File: src/rtl/negedge_delay_pkg.sv
// rtl/negedge_delay_pkg.sv - shared state encodings for the falling-edge delay controller
package negedge_delay_pkg;

    typedef enum logic [1:0] {
        ST_IDLE = 2'd0,
        ST_HIGH = 2'd1,
        ST_HOLD = 2'd2
    } state_t;

endpackage

File: src/rtl/negedge_delay_channel.sv
// rtl/negedge_delay_channel.sv - one channel: rise passes after one edge, fall is held off by a countdown
module negedge_delay_channel
    import negedge_delay_pkg::*;
#(
    parameter int CW = 8
) (
    input  logic          i_clock,
    input  logic          i_reset,
    input  logic          i_x,
    input  logic [CW-1:0] i_delay,
    output logic          o_z,
    output logic          o_hold
);

    state_t        r_state;
    logic [CW-1:0] r_cnt;
    logic          r_z;

    // Channel FSM; the delay is sampled only on the HIGH->HOLD step, so a running countdown keeps its count
    always_ff @(posedge i_clock or posedge i_reset) begin
        if (i_reset) begin
            r_state <= ST_IDLE;
            r_cnt   <= '0;
            r_z     <= 1'b0;
        end else begin
            case (r_state)
                ST_IDLE: begin
                    if (i_x) begin
                        r_state <= ST_HIGH;
                        r_z     <= 1'b1;
                    end else begin
                        r_z     <= 1'b0;
                    end
                end
                ST_HIGH: begin
                    if (!i_x) begin
                        if (i_delay == '0) begin
                            r_state <= ST_IDLE;
                            r_z     <= 1'b0;
                        end else begin
                            r_state <= ST_HOLD;
                            r_cnt   <= i_delay - 1'b1;
                        end
                    end
                end
                ST_HOLD: begin
                    if (i_x) begin
                        // Re-rise abandons the countdown; z was never dropped so there is no glitch
                        r_state <= ST_HIGH;
                    end else if (r_cnt == '0) begin
                        r_state <= ST_IDLE;
                        r_z     <= 1'b0;
                    end else begin
                        r_cnt   <= r_cnt - 1'b1;
                    end
                end
                default: begin
                    r_state <= ST_IDLE;
                    r_z     <= 1'b0;
                end
            endcase
        end
    end

    assign o_z    = r_z;
    assign o_hold = (r_state == ST_HOLD);

endmodule

File: src/rtl/negedge_delay_ctrl.sv
// rtl/negedge_delay_ctrl.sv - N-channel falling-edge delay controller with per-channel delay config
module negedge_delay_ctrl
    import negedge_delay_pkg::*;
#(
    parameter int N             = 4,
    parameter int CW            = 8,
    parameter int DEFAULT_DELAY = 5,
    localparam int CHW          = $clog2(N) | 1
) (
    input  logic           i_clock,
    input  logic           i_reset,
    input  logic [N-1:0]   i_x,
    input  logic           i_cfg_valid,
    output logic           o_cfg_ready,
    input  logic [CHW-1:0] i_cfg_ch,
    input  logic [CW-1:0]  i_cfg_delay,
    output logic [N-1:0]   o_z,
    output logic [N-1:0]   o_hold,
    output logic           o_busy
);

    localparam logic [CW-1:0] DEF_D = DEFAULT_DELAY[CW-1:0];
    localparam logic [CHW:0]  N_CH  = N[CHW:0];

    logic [N-1:0][CW-1:0] r_delay;
    logic                 r_cfg_ready;
    logic                 w_cfg_wr;
    logic [N-1:0]         w_hold;

    // Writes to channel numbers at or beyond N are dropped
    assign w_cfg_wr = i_cfg_valid & r_cfg_ready & ({1'b0, i_cfg_ch} < N_CH);

    // Config port stays closed for the first clock after reset release
    always_ff @(posedge i_clock or posedge i_reset) begin
        if (i_reset) begin
            r_cfg_ready <= 1'b0;
        end else begin
            r_cfg_ready <= 1'b1;
        end
    end

    // Delay register file; channels read the pre-write value on the write edge
    always_ff @(posedge i_clock or posedge i_reset) begin
        if (i_reset) begin
            for (int i = 0; i < N; i++) begin
                r_delay[i] <= DEF_D;
            end
        end else begin
            for (int i = 0; i < N; i++) begin
                if (w_cfg_wr && (i_cfg_ch == CHW'(i))) begin
                    r_delay[i] <= i_cfg_delay;
                end
            end
        end
    end

    for (genvar g = 0; g < N; g++) begin : g_ch
        negedge_delay_channel #(
            .CW(CW)
        ) u_ch (
            .i_clock (i_clock),
            .i_reset (i_reset),
            .i_x     (i_x[g]),
            .i_delay (r_delay[g]),
            .o_z     (o_z[g]),
            .o_hold  (w_hold[g])
        );
    end

    assign o_cfg_ready = r_cfg_ready;
    assign o_hold      = w_hold;
    assign o_busy      = |w_hold;

endmodule

File: config.mk
export PLATFORM = sky130hd
export DESIGN_NAME = negedge_delay_ctrl
export DESIGN_NICKNAME = d
export VERILOG_FILES = /design/src/rtl/negedge_delay_pkg.sv /design/src/rtl/negedge_delay_channel.sv /design/src/rtl/negedge_delay_ctrl.sv
export SDC_FILE = /design/constraint.sdc
export NUM_CORES = 1
export LEC_CHECK = 0
export BUFFER_PORTS_ARGS = -buffer_cell sky130_fd_sc_hd__buf_2
export CORE_ASPECT_RATIO = 0.7
export CORE_MARGIN = 2
export CORE_UTILIZATION = 25
export DETAILED_ROUTE_END_ITERATION = 12
export PLACE_DENSITY_LB_ADDON = 0.3
export SYNTH_ARGS = -nofsm -noshare
export SYNTH_HDL_FRONTEND = slang
export SYNTH_HIERARCHICAL = 1
export SYNTH_SLANG_ARGS = --single-unit
File: constraint.sdc
create_clock -name i_clock -period 3.3 [get_ports i_clock]
set_clock_uncertainty 0.1 [all_clocks]
set_input_delay 0.165 -clock i_clock [delete_from_list [all_inputs] [get_ports i_clock]]
set_output_delay 0.165 -clock i_clock [all_outputs]
set_load 0.1 [all_outputs]
# Yosys cells after proc, flatten, opt, wreduce, memory -nomap -nowiden
# Cells that the tools add are included.
# classes
magnitude_cmp,1
n_addsub,8
reduce_logical,34
mux,68
n_eq_ne,43
bitwise,2
# op_table
cell,count
2-to-1 mux 8 bit,16
zero test 8 bit,8
case mux 8 bit (2 select lines),4
subtractor 8 x 1 -> 8 bit (second input constant),8
inequality test 2 bit (second input constant),24
2-to-1 mux 2 bit,20
case mux 2 bit (3 select lines),4
2-to-1 mux 1 bit,20
AND reduction 5 bit,4
AND reduction 4 bit,4
inequality test 3 bit (second input constant),4
case mux 1 bit (3 select lines),4
AND reduction 3 bit,4
== test 2 x 1 -> 1 bit (second input constant),4
== test 2 bit (second input constant),4
zero test 2 bit,4
inequality test 2 x 1 -> 1 bit (second input constant),4
nonzero test 2 bit,4
== test 3 x 2 -> 1 bit (second input constant),2
logical AND 1 bit,4
OR reduction 4 bit,1
== test 3 x 1 -> 1 bit (second input constant),1
zero test 3 bit,1
less-than comparator 3 bit (second input constant),1
AND 1 bit,2
# word_totals
word_cells,173
out_inout_bits,10
inputBits,18
register_bits,77

# Longest topological paths before layout
# logic_depth
word_depth,4
ltp_mapped,10
depth_no_buf,9

# Cells and area by module
# Netlist, hierarchy kept.
# modules_own_cells
mod,instances,cells_per_inst,seq_area_each_um2,area_per_inst_um2
negedge_delay_channel (g_ch[0].u_ch ...),3,96,275.3,838.3
negedge_delay_ctrl,1,75,835.8,1311.3
negedge_delay_channel (g_ch[3].u_ch),1,104,275.3,869.6

# Worst setup path after synthesis
# No wires, ideal clock.
# synth_path
path_kind,register to register
startpoint,reg g_ch[3].u_ch.r_state[0]
endpoint,reg g_ch[3].u_ch.r_cnt[6]
n_path_buf,2
t_arrival_ns,2.327
setup_time_ns,0.126
setup_slack_ns,0.747
required_time_ns,3.074
path_stages_with_launch,10
synth_period_minus_slack_ns,2.553
cell_sequence,dfrtp_1 -> nand2b_1 -> buf_6 -> clkbuf_1 -> mux2i_1 -> ha_1 -> nand2b_1 -> or4b_2 -> a31oi_1 -> a21oi_1
# synth_between
elab_chain_cells,3
elab_cells_between_ends,9
cone_classes,eq/ne: 6; mux: 1; reduce/logical: 2
# synth_rtl
item,line_no,rtl
start: declaration,negedge_delay_channel.sv:15,state_t r_state;
start signal: assignment,negedge_delay_channel.sv:22,r_state <= ST_IDLE;
start signal: assignment,negedge_delay_channel.sv:29,r_state <= ST_HIGH;
start signal: assignment,negedge_delay_channel.sv:38,r_state <= ST_IDLE;
== test 2 bit / == test 2 x 1 -> 1 bit (equally long branches),negedge_delay_channel.sv:26,case (r_state)
inequality test 2 bit (no source line) / nonzero test 2 bit (equally long branches),--,
AND reduction 5 bit (no source line),--,
end signal: assignment,negedge_delay_channel.sv:42,r_cnt <= i_delay - 1'b1;
end signal: assignment,negedge_delay_channel.sv:54,r_cnt <= r_cnt - 1'b1;
end: declaration,negedge_delay_channel.sv:16,logic [CW-1:0] r_cnt;
# Parallel ways exist; a longest one is shown, timed or not.
# A chain may end at the register's enable or synchronous reset.

# Worst setup path in the final report
# Same ends and word-level chain as after synthesis.

==> results.sh <==
export IMPL_dr_pass1_iters=7
export IMPL_cp_top_family="compound AO/OA/AOI/OAI gates"
export IMPL_cts_tree="yes"
export IMPL_grt_pass1_wl_mm=19.2
export IMPL_async_flop_share=1.00
export IMPL_stdcell_area_sq_mm=0.00541
export IMPL_vias=3803
export IMPL_wire_per_inst_um=16.2
export IMPL_worstMarginPinSlew_ps=727
export IMPL_synth_avg_cell_area_sq_um=10.1
export IMPL_synth_area_sq_mm=0.00470
export IMPL_cpMostUsedCell="nand2b_1"
export IMPL_period_needed_ps=2600
export IMPL_crit_path_cell_trace="nand2b_1 -> buf_4 -> mux2i_1 -> ha_1 -> nand2b_1 -> mux2_2 -> o311ai_0 -> o21ai_0 -> a21oi_1"
export IMPL_synth_ff_type="dfrtp_1"
export IMPL_hold_viol_final=0
export IMPL_whs_path_depth=2
export IMPL_drive_above_1_share=0.239
export IMPL_dp_hpwl_mm=8.92
export IMPL_cts_buffers=9
export IMPL_post_dp_cell_area_sq_mm=0.00503
export IMPL_startpoint="g_ch[3].u_ch/r_state[0]"
export IMPL_antenna_found_initial=1
export IMPL_max_cap_viol_count=0
export IMPL_layout_common_cells="69 x dfrtp_1, 37 x nand2_1, 30 x mux2_2, 30 x inv_1, 30 x nor2_1"
export IMPL_vdd_ir_drop_worst_mv=0.269
export IMPL_grt_max_degree=21
export IMPL_setup_viol=0
export IMPL_fp_dieW_um=168
export IMPL_r2r_end="g_ch[3].u_ch/r_cnt[6]"
export IMPL_num_antenna_cells=0
export IMPL_gp_congestion=0.852
export IMPL_die_y_um=119
export IMPL_crit_path_start_kind="register"
export IMPL_timing_rr_start="g_ch[3].u_ch/r_state[0]"
export IMPL_clkSinkCount=77
export IMPL_htree_levels=3
export IMPL_port_buffers=27
export IMPL_drt_iter0_drc=278
export IMPL_cp_end_kind="register"
export IMPL_clockBufferDepth=2
export IMPL_grtUsageMet1=0.178
export IMPL_clk_pin_slew_ps=60
export IMPL_cp_max_fo=16
export IMPL_row_count=41
export IMPL_grtUsageTotal=0.121
export IMPL_synth_seq_area_share=0.412
export IMPL_holdPathEnd="g_ch[3].u_ch/r_state[0]"
export IMPL_synthCells=467
export IMPL_grt_pass1_vias=3562
export IMPL_area_delta_synth_final_pct=15.1
export IMPL_hold_path_class="primary input to register"
export IMPL_io_pins=28
export IMPL_critPathRequiredTime_ps=3450
export IMPL_setup_tns_final_ps=0
export IMPL_r2r_cells=9
export IMPL_p_per_area_mw_per_mm2=764
export IMPL_use_met2=0.176
export IMPL_path_buf_inv=1
export IMPL_post_cts_resize_count=0
export IMPL_drc=0
export IMPL_rrSetupSlack_ps=700
export IMPL_grt_overflow_total=0
export IMPL_finalMaxSlewViolations=0
export IMPL_rsz0062_at_grt="no"
export IMPL_ys_types=61
export IMPL_outcome="finished clean"
export IMPL_clkLatencyLatePin_ps=330
export IMPL_arrival_ps=2750
export IMPL_final_common_cell="dfrtp_1"
export IMPL_start_util=0.258
export IMPL_use_met3=0.0325
export IMPL_cp_slowest_stage_delay_ps=420
export IMPL_crit_type="register to register"
export IMPL_max_freq_ghz=0.385
export IMPL_synth_seq_cells=77
export IMPL_p_leak_nw=2.28
export IMPL_syn_num_nets=489
export IMPL_die_area_sq_mm=0.0199
export IMPL_slowest_stage="dfrtp_1"
export IMPL_wl_mm=11.9
export IMPL_viasPerCell=5.18
export IMPL_fin_nets=515
export IMPL_antenna_left=0
export IMPL_ys_warn_count=6
export IMPL_min_delay_start="i_x[3]"
export IMPL_busiest_layer="met1"
export IMPL_slew_headroom=0.511
export IMPL_cts_root_buf="clkbuf_16"
export IMPL_core_sq_mm=0.0182
export IMPL_synth_edff_count=0
export IMPL_period_share=0.787
[cell type report]
type	instances	area, sq um
clock inverter	5	82.6
sequential	77	1940
multi-input combinational	336	2500
timing repair buffer	35	205
tap	236	295
fill	1845	12800
inverter	34	128
clock buffer	11	253
[logic make-up (layout without fill, tap and decap cells)]
group,after synthesis,count (layout),share of synthesized area
AND/OR/NAND/NOR,148,148,0.174
AO/OA/AOI/OAI,123,123,0.202
flip-flops,77,77,0.412
buffers and inverters,54,85,0.0541
multiplexers,51,51,0.128
adder cells (fa/ha/maj),7,7,0.0171
XOR/XNOR,6,6,0.0112
other,1,1,0.000799
[timing repair]
action,in CTS,in global routing
buffers inserted,0,0
setup endpoints to repair,0,0
endpoints found under the hold margin,56,0
hold buffers,4,0
[layer usage]
layer | vias up | routed length (um)
li1 | 1798 | -
met1 | 1889 | 5900
met2 | 110 | 5190
met3 | 6 | 709
met4 | 0 | 57
met5 | - | 0
[sequential cells by signal, summed over array words and instances, names as in the netlist]
register,flops
r_delay,32
g_ch.u_ch/r_cnt,32
g_ch.u_ch/o_z,4
g_ch.u_ch/r_state,8
o_cfg_ready,1
[report_power, final]
part	internal, mW	total, mW	switching, mW
combinational	0.577	1.40	0.826
clock	0.703	1.09	0.386
sequential	1.27	1.64	0.367
[synth_stat cells, types with 5 or more instances]
library cell | instances | area [sq um]
a21oi_1 | 19 | 95.1
nor4_1 | 9 | 56.3
a31oi_1 | 6 | 37.5
dfstp_2 | 8 | 210
buf_2 | 5 | 25.0
xor2_1 | 6 | 52.6
mux2_4 | 11 | 165
o31ai_1 | 6 | 45.0
a311oi_1 | 6 | 52.6
a2bb2oi_1 | 7 | 61.3
clkbuf_1 | 7 | 26.3
nand3_1 | 9 | 45.0
mux2i_1 | 10 | 100
nand2_1 | 37 | 139
nor3_1 | 13 | 65.1
or4_1 | 15 | 113
mux2_2 | 30 | 338
nand2b_1 | 7 | 43.8
dfrtp_1 | 69 | 1730
nor2_1 | 30 | 113
o21ai_0 | 23 | 115
or3_1 | 6 | 37.5
o22ai_1 | 7 | 43.8
inv_1 | 30 | 113
[worst max path at each step]
stage                                        to  slack (ps)  cells past startpoint
after floorplan           g_ch[3].u_ch/r_cnt[6]         750                      9
after global placement    g_ch[3].u_ch/r_cnt[6]         790                      8
after detailed placement  g_ch[3].u_ch/r_cnt[6]         710                      9
after CTS                 g_ch[3].u_ch/r_cnt[6]         700                      9
after global routing      g_ch[3].u_ch/r_cnt[6]         420                      9
final                     g_ch[3].u_ch/r_cnt[6]         700                      9
[per-stage QoR]
step / cells / power (mW) / hold WS, ps / utilization / setup WS (ps)
detailed placement: 714 / 3.04 / 166 / 0.276 / 712
global placement: 714 / 3.01 / 155 / 0.276 / 795
CTS: 734 / 4.16 / 14.7 / 0.297 / 698
floorplan: 467 / 2.69 / -82.6 / - / 747
finish: 734 / 4.13 / 22.3 / 0.297 / 702
global route: 734 / 4.40 / 26.7 / 0.297 / 416
Note: power is estimated with default switching activity, not from simulation.
